**src/rtl/snn_run_sequencer.sv**
```systemverilog
// Run sequencer: per sample pulses network reset, gates spikes, counts outputs, streams counts and reports the argmax.
// Latency 2+T*P+N cycles per sample plus one done cycle; no backpressure, abort cancels any non-idle state.
module snn_run_sequencer #(
   parameter int NUM_OUTPUTS   = 10,
   parameter int OUT_ADDR_BITS = 4,
   parameter int COUNT_WIDTH   = 32,
   parameter int TIMESTEP_BITS = 8,
   parameter int SAMPLE_BITS   = 4,
   parameter int PERIOD_BITS   = 4
) (
   input  logic                                 clk,
   input  logic                                 rst,
   input  logic                                 start,
   input  logic                                 abort,
   input  logic [TIMESTEP_BITS-1:0]             cfg_sim_time,
   input  logic [SAMPLE_BITS-1:0]               cfg_num_samples,
   input  logic [PERIOD_BITS-1:0]               cfg_spike_period,
   input  logic [1:0]                           cfg_mode,
   input  logic [COUNT_WIDTH-1:0]               cfg_stop_count,
   input  logic [NUM_OUTPUTS-1:0]               spike_out,
   output logic                                 network_rst,
   output logic                                 spike_en,
   output logic [TIMESTEP_BITS-1:0]             timestep,
   output logic [SAMPLE_BITS-1:0]               sample_idx,
   output logic                                 res_wen,
   output logic [SAMPLE_BITS+OUT_ADDR_BITS-1:0] res_addr,
   output logic [COUNT_WIDTH-1:0]               res_data,
   output logic [OUT_ADDR_BITS-1:0]             winner,
   output logic [COUNT_WIDTH-1:0]               winner_count,
   output logic                                 winner_valid,
   output logic [TIMESTEP_BITS-1:0]             stop_timestep,
   output logic                                 busy,
   output logic                                 done,
   output logic                                 aborted
);
   localparam logic [2:0] S_IDLE       = 3'd0;
   localparam logic [2:0] S_NET_RST    = 3'd1;
   localparam logic [2:0] S_RUN        = 3'd2;
   localparam logic [2:0] S_WRITE      = 3'd3;
   localparam logic [2:0] S_SAMPLE_END = 3'd4;
   localparam logic [2:0] S_DONE       = 3'd5;
   localparam logic [COUNT_WIDTH-1:0] CNT_MAX = '1;

   logic [2:0]               state_q, state_d;
   logic [TIMESTEP_BITS-1:0] sim_time_q, sim_time_d;
   logic [SAMPLE_BITS-1:0]   num_samples_q, num_samples_d;
   logic [PERIOD_BITS-1:0]   period_q, period_d;
   logic                     thresh_mode_q, thresh_mode_d;
   logic [COUNT_WIDTH-1:0]   stop_count_q, stop_count_d;
   logic [TIMESTEP_BITS-1:0] timestep_q, timestep_d;
   logic [PERIOD_BITS-1:0]   phase_q, phase_d;
   logic [SAMPLE_BITS-1:0]   sample_idx_q, sample_idx_d;
   logic [OUT_ADDR_BITS-1:0] wr_idx_q, wr_idx_d;
   logic [COUNT_WIDTH-1:0]   cnt_q [NUM_OUTPUTS];
   logic [COUNT_WIDTH-1:0]   cnt_d [NUM_OUTPUTS];
   logic [COUNT_WIDTH-1:0]   cnt_inc [NUM_OUTPUTS];
   logic [COUNT_WIDTH-1:0]   max_q, max_d;
   logic [OUT_ADDR_BITS-1:0] max_idx_q, max_idx_d;
   logic [OUT_ADDR_BITS-1:0] winner_q, winner_d;
   logic [COUNT_WIDTH-1:0]   winner_count_q, winner_count_d;
   logic [TIMESTEP_BITS-1:0] stop_timestep_q, stop_timestep_d;
   logic                     aborted_q, aborted_d;

   logic                     thresh_hit;
   logic [COUNT_WIDTH-1:0]   cur_cnt;
   logic [COUNT_WIDTH-1:0]   run_max;
   logic [OUT_ADDR_BITS-1:0] run_idx;
   logic                     phase_wrap;
   logic                     run_last;

   // Saturating increments, threshold detect, and the running max over the write stream.
   always_comb begin
      thresh_hit = 1'b0;
      cur_cnt    = '0;
      for (int i = 0; i < NUM_OUTPUTS; i++) begin
         cnt_inc[i] = (cnt_q[i] == CNT_MAX) ? cnt_q[i] : cnt_q[i] + COUNT_WIDTH'(spike_out[i]);
         if (cnt_inc[i] >= stop_count_q) thresh_hit = 1'b1;
         if (wr_idx_q == OUT_ADDR_BITS'(i)) cur_cnt = cnt_q[i];
      end
      run_max = max_q;
      run_idx = max_idx_q;
      if (wr_idx_q == '0 || cur_cnt > max_q) begin
         run_max = cur_cnt;
         run_idx = wr_idx_q;
      end
      phase_wrap = (phase_q == period_q - 1'b1);
      run_last   = phase_wrap && (timestep_q == sim_time_q - 1'b1);
   end

   always_comb begin
      state_d         = state_q;
      sim_time_d      = sim_time_q;
      num_samples_d   = num_samples_q;
      period_d        = period_q;
      thresh_mode_d   = thresh_mode_q;
      stop_count_d    = stop_count_q;
      timestep_d      = timestep_q;
      phase_d         = phase_q;
      sample_idx_d    = sample_idx_q;
      wr_idx_d        = wr_idx_q;
      cnt_d           = cnt_q;
      max_d           = max_q;
      max_idx_d       = max_idx_q;
      winner_d        = winner_q;
      winner_count_d  = winner_count_q;
      stop_timestep_d = stop_timestep_q;
      aborted_d       = aborted_q;
      if (abort && state_q != S_IDLE) begin
         state_d   = S_IDLE;
         aborted_d = 1'b1;
      end else begin
         case (state_q)
            S_IDLE: if (start) begin
               sim_time_d    = cfg_sim_time;
               num_samples_d = (cfg_num_samples == '0) ? SAMPLE_BITS'(1) : cfg_num_samples;
               period_d      = (cfg_spike_period == '0) ? PERIOD_BITS'(1) : cfg_spike_period;
               thresh_mode_d = (cfg_mode == 2'd1);
               stop_count_d  = cfg_stop_count;
               sample_idx_d  = '0;
               aborted_d     = 1'b0;
               state_d       = S_NET_RST;
            end
            S_NET_RST: begin
               for (int i = 0; i < NUM_OUTPUTS; i++) cnt_d[i] = '0;
               timestep_d = '0;
               phase_d    = '0;
               wr_idx_d   = '0;
               if (sim_time_q == '0) begin
                  stop_timestep_d = '0;
                  state_d         = S_WRITE;
               end else begin
                  state_d = S_RUN;
               end
            end
            S_RUN: begin
               cnt_d      = cnt_inc;
               phase_d    = phase_wrap ? '0 : phase_q + 1'b1;
               timestep_d = phase_wrap ? timestep_q + 1'b1 : timestep_q;
               // A partially executed timestep still counts as one.
               if (run_last || (thresh_mode_q && thresh_hit)) begin
                  stop_timestep_d = timestep_q + 1'b1;
                  state_d         = S_WRITE;
               end
            end
            S_WRITE: begin
               max_d     = run_max;
               max_idx_d = run_idx;
               wr_idx_d  = wr_idx_q + 1'b1;
               if (wr_idx_q == OUT_ADDR_BITS'(NUM_OUTPUTS - 1)) begin
                  winner_d       = run_idx;
                  winner_count_d = run_max;
                  state_d        = S_SAMPLE_END;
               end
            end
            S_SAMPLE_END: begin
               sample_idx_d = sample_idx_q + 1'b1;
               if ({1'b0, sample_idx_q} + 1'b1 < {1'b0, num_samples_q}) state_d = S_NET_RST;
               else state_d = S_DONE;
            end
            S_DONE:  state_d = S_IDLE;
            default: state_d = S_IDLE;
         endcase
      end
   end

   always_ff @(posedge clk) begin
      if (rst) begin
         state_q         <= S_IDLE;
         sim_time_q      <= '0;
         num_samples_q   <= '0;
         period_q        <= '0;
         thresh_mode_q   <= 1'b0;
         stop_count_q    <= '0;
         timestep_q      <= '0;
         phase_q         <= '0;
         sample_idx_q    <= '0;
         wr_idx_q        <= '0;
         for (int i = 0; i < NUM_OUTPUTS; i++) cnt_q[i] <= '0;
         max_q           <= '0;
         max_idx_q       <= '0;
         winner_q        <= '0;
         winner_count_q  <= '0;
         stop_timestep_q <= '0;
         aborted_q       <= 1'b0;
      end else begin
         state_q         <= state_d;
         sim_time_q      <= sim_time_d;
         num_samples_q   <= num_samples_d;
         period_q        <= period_d;
         thresh_mode_q   <= thresh_mode_d;
         stop_count_q    <= stop_count_d;
         timestep_q      <= timestep_d;
         phase_q         <= phase_d;
         sample_idx_q    <= sample_idx_d;
         wr_idx_q        <= wr_idx_d;
         cnt_q           <= cnt_d;
         max_q           <= max_d;
         max_idx_q       <= max_idx_d;
         winner_q        <= winner_d;
         winner_count_q  <= winner_count_d;
         stop_timestep_q <= stop_timestep_d;
         aborted_q       <= aborted_d;
      end
   end

   assign network_rst   = (state_q == S_NET_RST);
   assign spike_en      = (state_q == S_RUN) && (phase_q == '0);
   assign timestep      = timestep_q;
   assign sample_idx    = sample_idx_q;
   assign res_wen       = (state_q == S_WRITE);
   assign res_addr      = {sample_idx_q, wr_idx_q};
   assign res_data      = cur_cnt;
   assign winner        = winner_q;
   assign winner_count  = winner_count_q;
   assign winner_valid  = (state_q == S_SAMPLE_END);
   assign stop_timestep = stop_timestep_q;
   assign busy          = (state_q != S_IDLE);
   assign done          = (state_q == S_DONE);
   assign aborted       = aborted_q;
endmodule

```
**config.mk**
```make
export PLATFORM = sky130hd
export DESIGN_NAME = snn_run_sequencer
export DESIGN_NICKNAME = d
export VERILOG_FILES = /design/src/rtl/snn_run_sequencer.sv
export SDC_FILE = /design/constraint.sdc
export NUM_CORES = 2
export LEC_CHECK = 0
export ABC_AREA = 1
export CORE_ASPECT_RATIO = 1.4
export CORE_MARGIN = 2
export CORE_UTILIZATION = 40
export CTS_BUF_LIST = sky130_fd_sc_hd__clkbuf_8
export DETAILED_ROUTE_END_ITERATION = 10
export SETUP_SLACK_MARGIN = 0.15
export SYNTH_ARGS = -nofsm -noshare
export SYNTH_HDL_FRONTEND = slang
export SYNTH_SLANG_ARGS = --single-unit
```
**constraint.sdc**
```tcl
create_clock -name clk -period 5.72 [get_ports clk]
set_input_delay 0.858 -clock clk [delete_from_list [all_inputs] [get_ports clk]]
set_output_delay 0.858 -clock clk [all_outputs]
set_load 0.02 [all_outputs]
```
Word-level counts from Yosys, hierarchy flattened:

Cells that the tools add are included.

* bits of input ports: 64
* register bits: 473
* output and inout port bits: 103
* logic and storage cells: 171

* bitwise gates (word level): 1
* equal/unequal tests: 32
* muxes and demuxes: 54
* reduce and logical (&&, ||, !) cells: 29
* add/subtract/negate cells: 17
* order comparisons: 12

Operators with widths (count)
* 32-bit two-way mux: 21
* 320-bit one-hot mux with 2 select lines: 1
* 32-bit by 1-bit adder with 32-bit output: 10
* 32-bit equality test (second input constant): 10
* 32-bit >= comparator: 10
* 32-bit greater-than comparator: 1
* 8-bit one-hot mux with 2 select lines: 2
* 8-bit two-way mux: 3
* 4-bit one-hot mux with 2 select lines: 3
* 4-bit two-way mux: 5
* 4-bit by 3-bit equality test with 1-bit output (second input constant): 4
* 4-bit logical NOT: 4
* 3-bit one-hot mux with 5 select lines: 1
* 3-bit AND reduction: 5
* 1-bit two-way mux: 14
* 4-bit by 1-bit adder with 4-bit output (second input constant): 3
* 3-bit two-way mux: 4
* 2-bit nonzero test: 5
* 8-bit by 1-bit adder with 8-bit output (second input constant): 1
* 4-bit by 2-bit equality test with 1-bit output (second input constant): 2
* 4-bit equality test (second input constant): 2
* 8-bit equality test: 1
* 8-bit logical NOT: 1
* 2-bit AND reduction: 4
* other kinds (19): 28

Depth between registers and ports, before layout:

* depth in word-level cells: 17
* depth in mapped cells: 34
* gate-level depth less buffers: 32

Worst setup path after synthesis:

No wires, ideal clock.

* kind: input to register
* from: input spike_out[1]
* to: register stop_timestep_q[5] (netlist: stop_timestep[5])
* required time: 5607 ps
* arrival time: 4231 ps
* stages on the path: 33
* setup slack: 1376 ps
* setup time: 113 ps
* path buffers: 1
* cells stage by stage: ha_1 > nand3_1 > nor2_1 > inv_1 > nor3_1 > nand2_1 > nor2_2 > nand3_2 > nor2_1 > nand2_1 > nor3_4 > nand3_1 > xor2_1 > ha_1 > nand2_1 > nand2_1 > nor2_1 > nand2_1 > nor2_1 > nand3_1 > nor2_1 > nand4_1 > nor2_1 > nand3_1 > nor2_1 > nand2_1 > nand2_1 > nand2_1 > nand2_1 > buf_2 > nand2_1 > nand2_1 > nor2_1

* longest elaborated chain between the ends: 16

RTL lines
* start: declaration: RTL line 20 `input logic [NUM_OUTPUTS-1:0] spike_out,`
* 32-bit by 1-bit adder with 32-bit output: RTL line 76 `cnt_inc[i] = (cnt_q[i] == CNT_MAX) ? cnt_q[i] : cnt_q[i] + COUNT_WIDTH'(spike_out[i]);`
* 32-bit two-way mux: RTL line 76
* 32-bit >= comparator: RTL line 77 `if (cnt_inc[i] >= stop_count_q) thresh_hit = 1'b1;`
* 1-bit two-way mux (9 in series): RTL line 77
* 1-bit logical AND: RTL line 140 `if (run_last || (thresh_mode_q && thresh_hit)) begin`
* 1-bit logical OR: RTL line 140
* 2-bit != test (no source line)
* 4-bit AND reduction (no source line)
* end signal: assignment: RTL line 201 `stop_timestep_q <= stop_timestep_d;`
* end: declaration: RTL line 61 `logic [TIMESTEP_BITS-1:0] stop_timestep_q, stop_timestep_d;`

Every way passes these cells.
A chain may end at the register's enable or synchronous reset.

Worst setup path after layout:

* from: register wr_idx_q[0]
* to: output res_data[31]

* longest elaborated chain between the ends: 11
* elaborated cells on any way between the ends: 20
* classes of those cells: eq/ne (9); mux (10); reduce/logical (1)

RTL lines
* start: declaration: RTL line 53 `logic [OUT_ADDR_BITS-1:0] wr_idx_q, wr_idx_d;`
* start signal: assignment: RTL line 195 `wr_idx_q <= wr_idx_d;`
* 4-bit logical NOT: RTL line 78 `if (wr_idx_q == OUT_ADDR_BITS'(i)) cur_cnt = cnt_q[i];`
* 32-bit two-way mux (9 in series): RTL line 78
* 32-bit two-way mux (*): RTL line 78
* end: declaration: RTL line 27 `output logic [COUNT_WIDTH-1:0] res_data,`

Every way passes the cells marked *; elsewhere a longest branch is shown, timed or not.

==> metrics.yaml <==
final_util_pct: 46.22
synth_area_leaders: "dfxtp_1 26%, nand2_1 16%, ha_1 13%"
synth_top_area_cell: "dfxtp_1"
synthesis.nets: 6154
portBuffers: 166
p_comb_share_pct: 36.6
drive_above_1_share_pct: 6.137
top_layer: "met4"
start_util_pct: 40.40
cp_max_fo: 14
period_minus_slack_ns: 5.565
drc_errors: 0
core.rowCount: 131
numClockSinks: 473
htreeDepth: 3
syn_inst: 5704
multi_input_area_sq_um: 24280
clock_latency_ns: 0.78
power_frac_clock_pct: 31.7
grt_max_degree: 88
worst_slew_pin_slew_ns: 1.210
end_kind: "output port"
hold_class: "register to register"
rsz0062_at_grt: "true"
core-area_sq_um: 91300
cts_buffers: 88
antenna_found_initial: 5
synth_edf_count: 0
ys_seq_area_share_pct: 25.68
p_leak_uw: 0.01778
nFillCells: 9657
cp-start-kind: "register"
irDropWorstVdd_mv: 0.2632
m1WireLength_mm: 59.90
synth_common_cells: "1604 x nand2_1, 663 x a21oi_1, 587 x inv_1, 473 x dfxtp_1, 429 x nor2_1"
yosysWarnings: 0
layout.cells.non_filler: 7130
p_int_uw: 6563
critical_path_class: "register to output port"
worstSetupEndpoint: "res_data[31]"
ys.flop_type: "dfxtp_1"
yosysTopAreaCellShare_pct: 25.68
p_seq_share_pct: 31.6
routed-wl-met3_mm: 8.466
max_slew_margin_pct: 19.25
synth_area_sq_um: 36880
ys_ff_latch: 473
finalClockSkew_ns: 0.03428
place_congestion: 1.015
dp_cells: 6974
viasPerCell: 5.437
drt-initial-drc-count: 3035
area_delta_synth_final_pct: 14.41
worstReg2RegEnd: "winner_count[20]"
r2r_start: "wr_idx_q[1]"
gr-total-overflow: 0
cap_viol_max_count: 0
tns_ns: 0
firstDrtPassIters: 8
final_nets: 6317
hpwl_mm: 118.9
ios: 167
max_freq_mhz: 179.7
cp.required_ns: 4.86
clockBufferDepth: 3
synth_most_common_cell: "nand2_1"
drt_wl_total_mm: 155.6
wl_met2_mm: 74.43
grt_first_pass_wirelength_mm: 230.0
p_sw_share_pct: 42.27
power.density_nw_per_um2: 269.4
outcome: "finished, final reports clean"
die_h_um: 363.3
synth-async-reset-ratio_pct: 0
setup-violations-final: 0
cts_tree: "yes"
synth.avg_cell_area_sq_um: 6.466
antenna_left: 0
finalCritPeriodShare_pct: 97.30
power_switching_uw: 4805
crit_start: "wr_idx_q[0]"
root_buffer: "clkbuf_8"
regArea_sq_um: 9469
clk_pin_slew_ns: 0.07
synthDistinctLibCells: 58
hold_violations: 0
r2r_slack_ns: 0.39
finalMaxSlewViolations: 0
grt_util_all_layers_pct: 32.35
r2r_cells: 28
wl_per_cell_um: 21.82
die_area_sq_um: 94680
vias: 38769
die_w_um: 260.6
grt_pass1_vias: 37445
crit_arrival_ns: 4.71
==> routing by layer <==
metal  vias to the layer above  global-route usage, %
li1                      19137                      -
met4                         0                  23.71
met1                     17962                  36.26
met3                       389                  4.440
met5                         -                      0
met2                      1281                  55.77
==> power groups by stage <==
stage | Clock (uW) | Combinational, uW | Sequential [uW]
final | 3610 | 4170 | 3600
after global routing | 3810 | 4560 | 3620
after CTS | 3690 | 4150 | 3600
after detailed placement | 0 | 4130 | 3670
after global placement | 0 | 4110 | 3670
after floorplan | 0 | 2380 | 3680
==> metrics by stage <==
stage	total power, uW	instance area (sq um)	hold slack, ns	setup slack (ns)
final	11370	42190	0.4584	0.1547
after global routing	11980	42190	0.4872	0.1415
after CTS	11440	42180	0.4582	0.2012
after detailed placement	7801	40310	0.4493	-0.02753
after global placement	7773	40310	0.4456	0.04213
after floorplan	6061	36880	0.4353	1.376
==> sequential cells by signal, indices dropped and copies added, names as in the netlist <==
| register | count |
|---|---|
| cnt_q | 320 |
| max_q | 32 |
| stop_count_q | 32 |
| winner_count | 32 |
| sim_time_q | 8 |
| stop_timestep | 8 |
| timestep | 8 |
| max_idx_q | 4 |
| num_samples_q | 4 |
| period_q | 4 |
| phase_q | 4 |
| sample_idx | 4 |
| winner | 4 |
| wr_idx_q | 4 |
| state_q | 3 |
| aborted | 1 |
| thresh_mode_q | 1 |
==> how the worst min path moves through the flow <==
| stage | depth (start not counted) | start | slack, ns | end |
|---|---|---|---|---|
| after floorplan | 2 | num_samples_q[1] | 0.44 | num_samples_q[1] |
| after global placement | 2 | stop_count_q[25] | 0.45 | stop_count_q[25] |
| after detailed placement | 2 | stop_count_q[4] | 0.45 | stop_count_q[4] |
| after CTS | 2 | stop_count_q[4] | 0.46 | stop_count_q[4] |
| after global routing | 2 | cnt_q[68] | 0.49 | cnt_q[68] |
| final | 2 | stop_count_q[4] | 0.46 | stop_count_q[4] |
==> critical path, stage by stage, from the launching register on <==
cell             delay [ns]
dfxtp_1                0.36
inv_1                  0.14
ha_1                   0.23
inv_1                  0.09
nor2_2                 0.37
inv_1                  0.27
o21ai_0                0.44
o22ai_1                0.24
nand2_1                0.11
a31oi_1                0.18
a21oi_1                0.75
clkdlybuf4s50_1        0.76
==> layout make-up <==
type                       instances  area share [%]
multi-input combinational       4400           57.54
clock inverter                    37          0.5931
timing repair buffer             300           6.678
tap                             1197           3.550
antenna                            2         0.01186
clock buffer                     117           3.816
inverter                         604           5.373
sequential                       473           22.44
==> cell usage in the layout (no fill, tap or decap), types with 11 or more instances in the layout <==
master              n
a211oi_1           18
a21oi_1           661
buf_12             11
buf_4             121
clkbuf_8          117
clkdlybuf4s50_1   165
dfxtp_1           473
ha_1              386
inv_1             611
inv_2              13
nand2_1          1601
nand3_1           202
nand3b_1           28
nand4_1           108
nor2_1            426
nor2_2             23
nor3_1            158
nor3_2             15
nor4_1             59
o211ai_1           17
o21ai_0           280
o21ai_1            11
o22ai_1            14
or2_2              14
xnor2_1            64
xor2_1            204
==> what timing repair did <==
item | CTS | global route
gates resized for setup | 3 | 8
hold buffers | 0 | 0
setup endpoints to repair | 3 | 60
pin swaps | 0 | 0
setup buffers | 0 | 0
gates cloned | 0 | 0
==> kinds of logic (layout without fill, tap and decap cells) <==
kind of cell | Yosys count | in the layout | synth area share, %
compound gates | 1065 | 1065 | 15.24
xor+xnor | 270 | 270 | 6.453
fa+ha+maj | 386 | 386 | 13.10
buf+inv | 831 | 1058 | 8.631
flops | 473 | 473 | 25.68
other cells | 0 | 2 | 0
simple gates | 2679 | 2679 | 30.90
(Power assumes the default switching activity.)
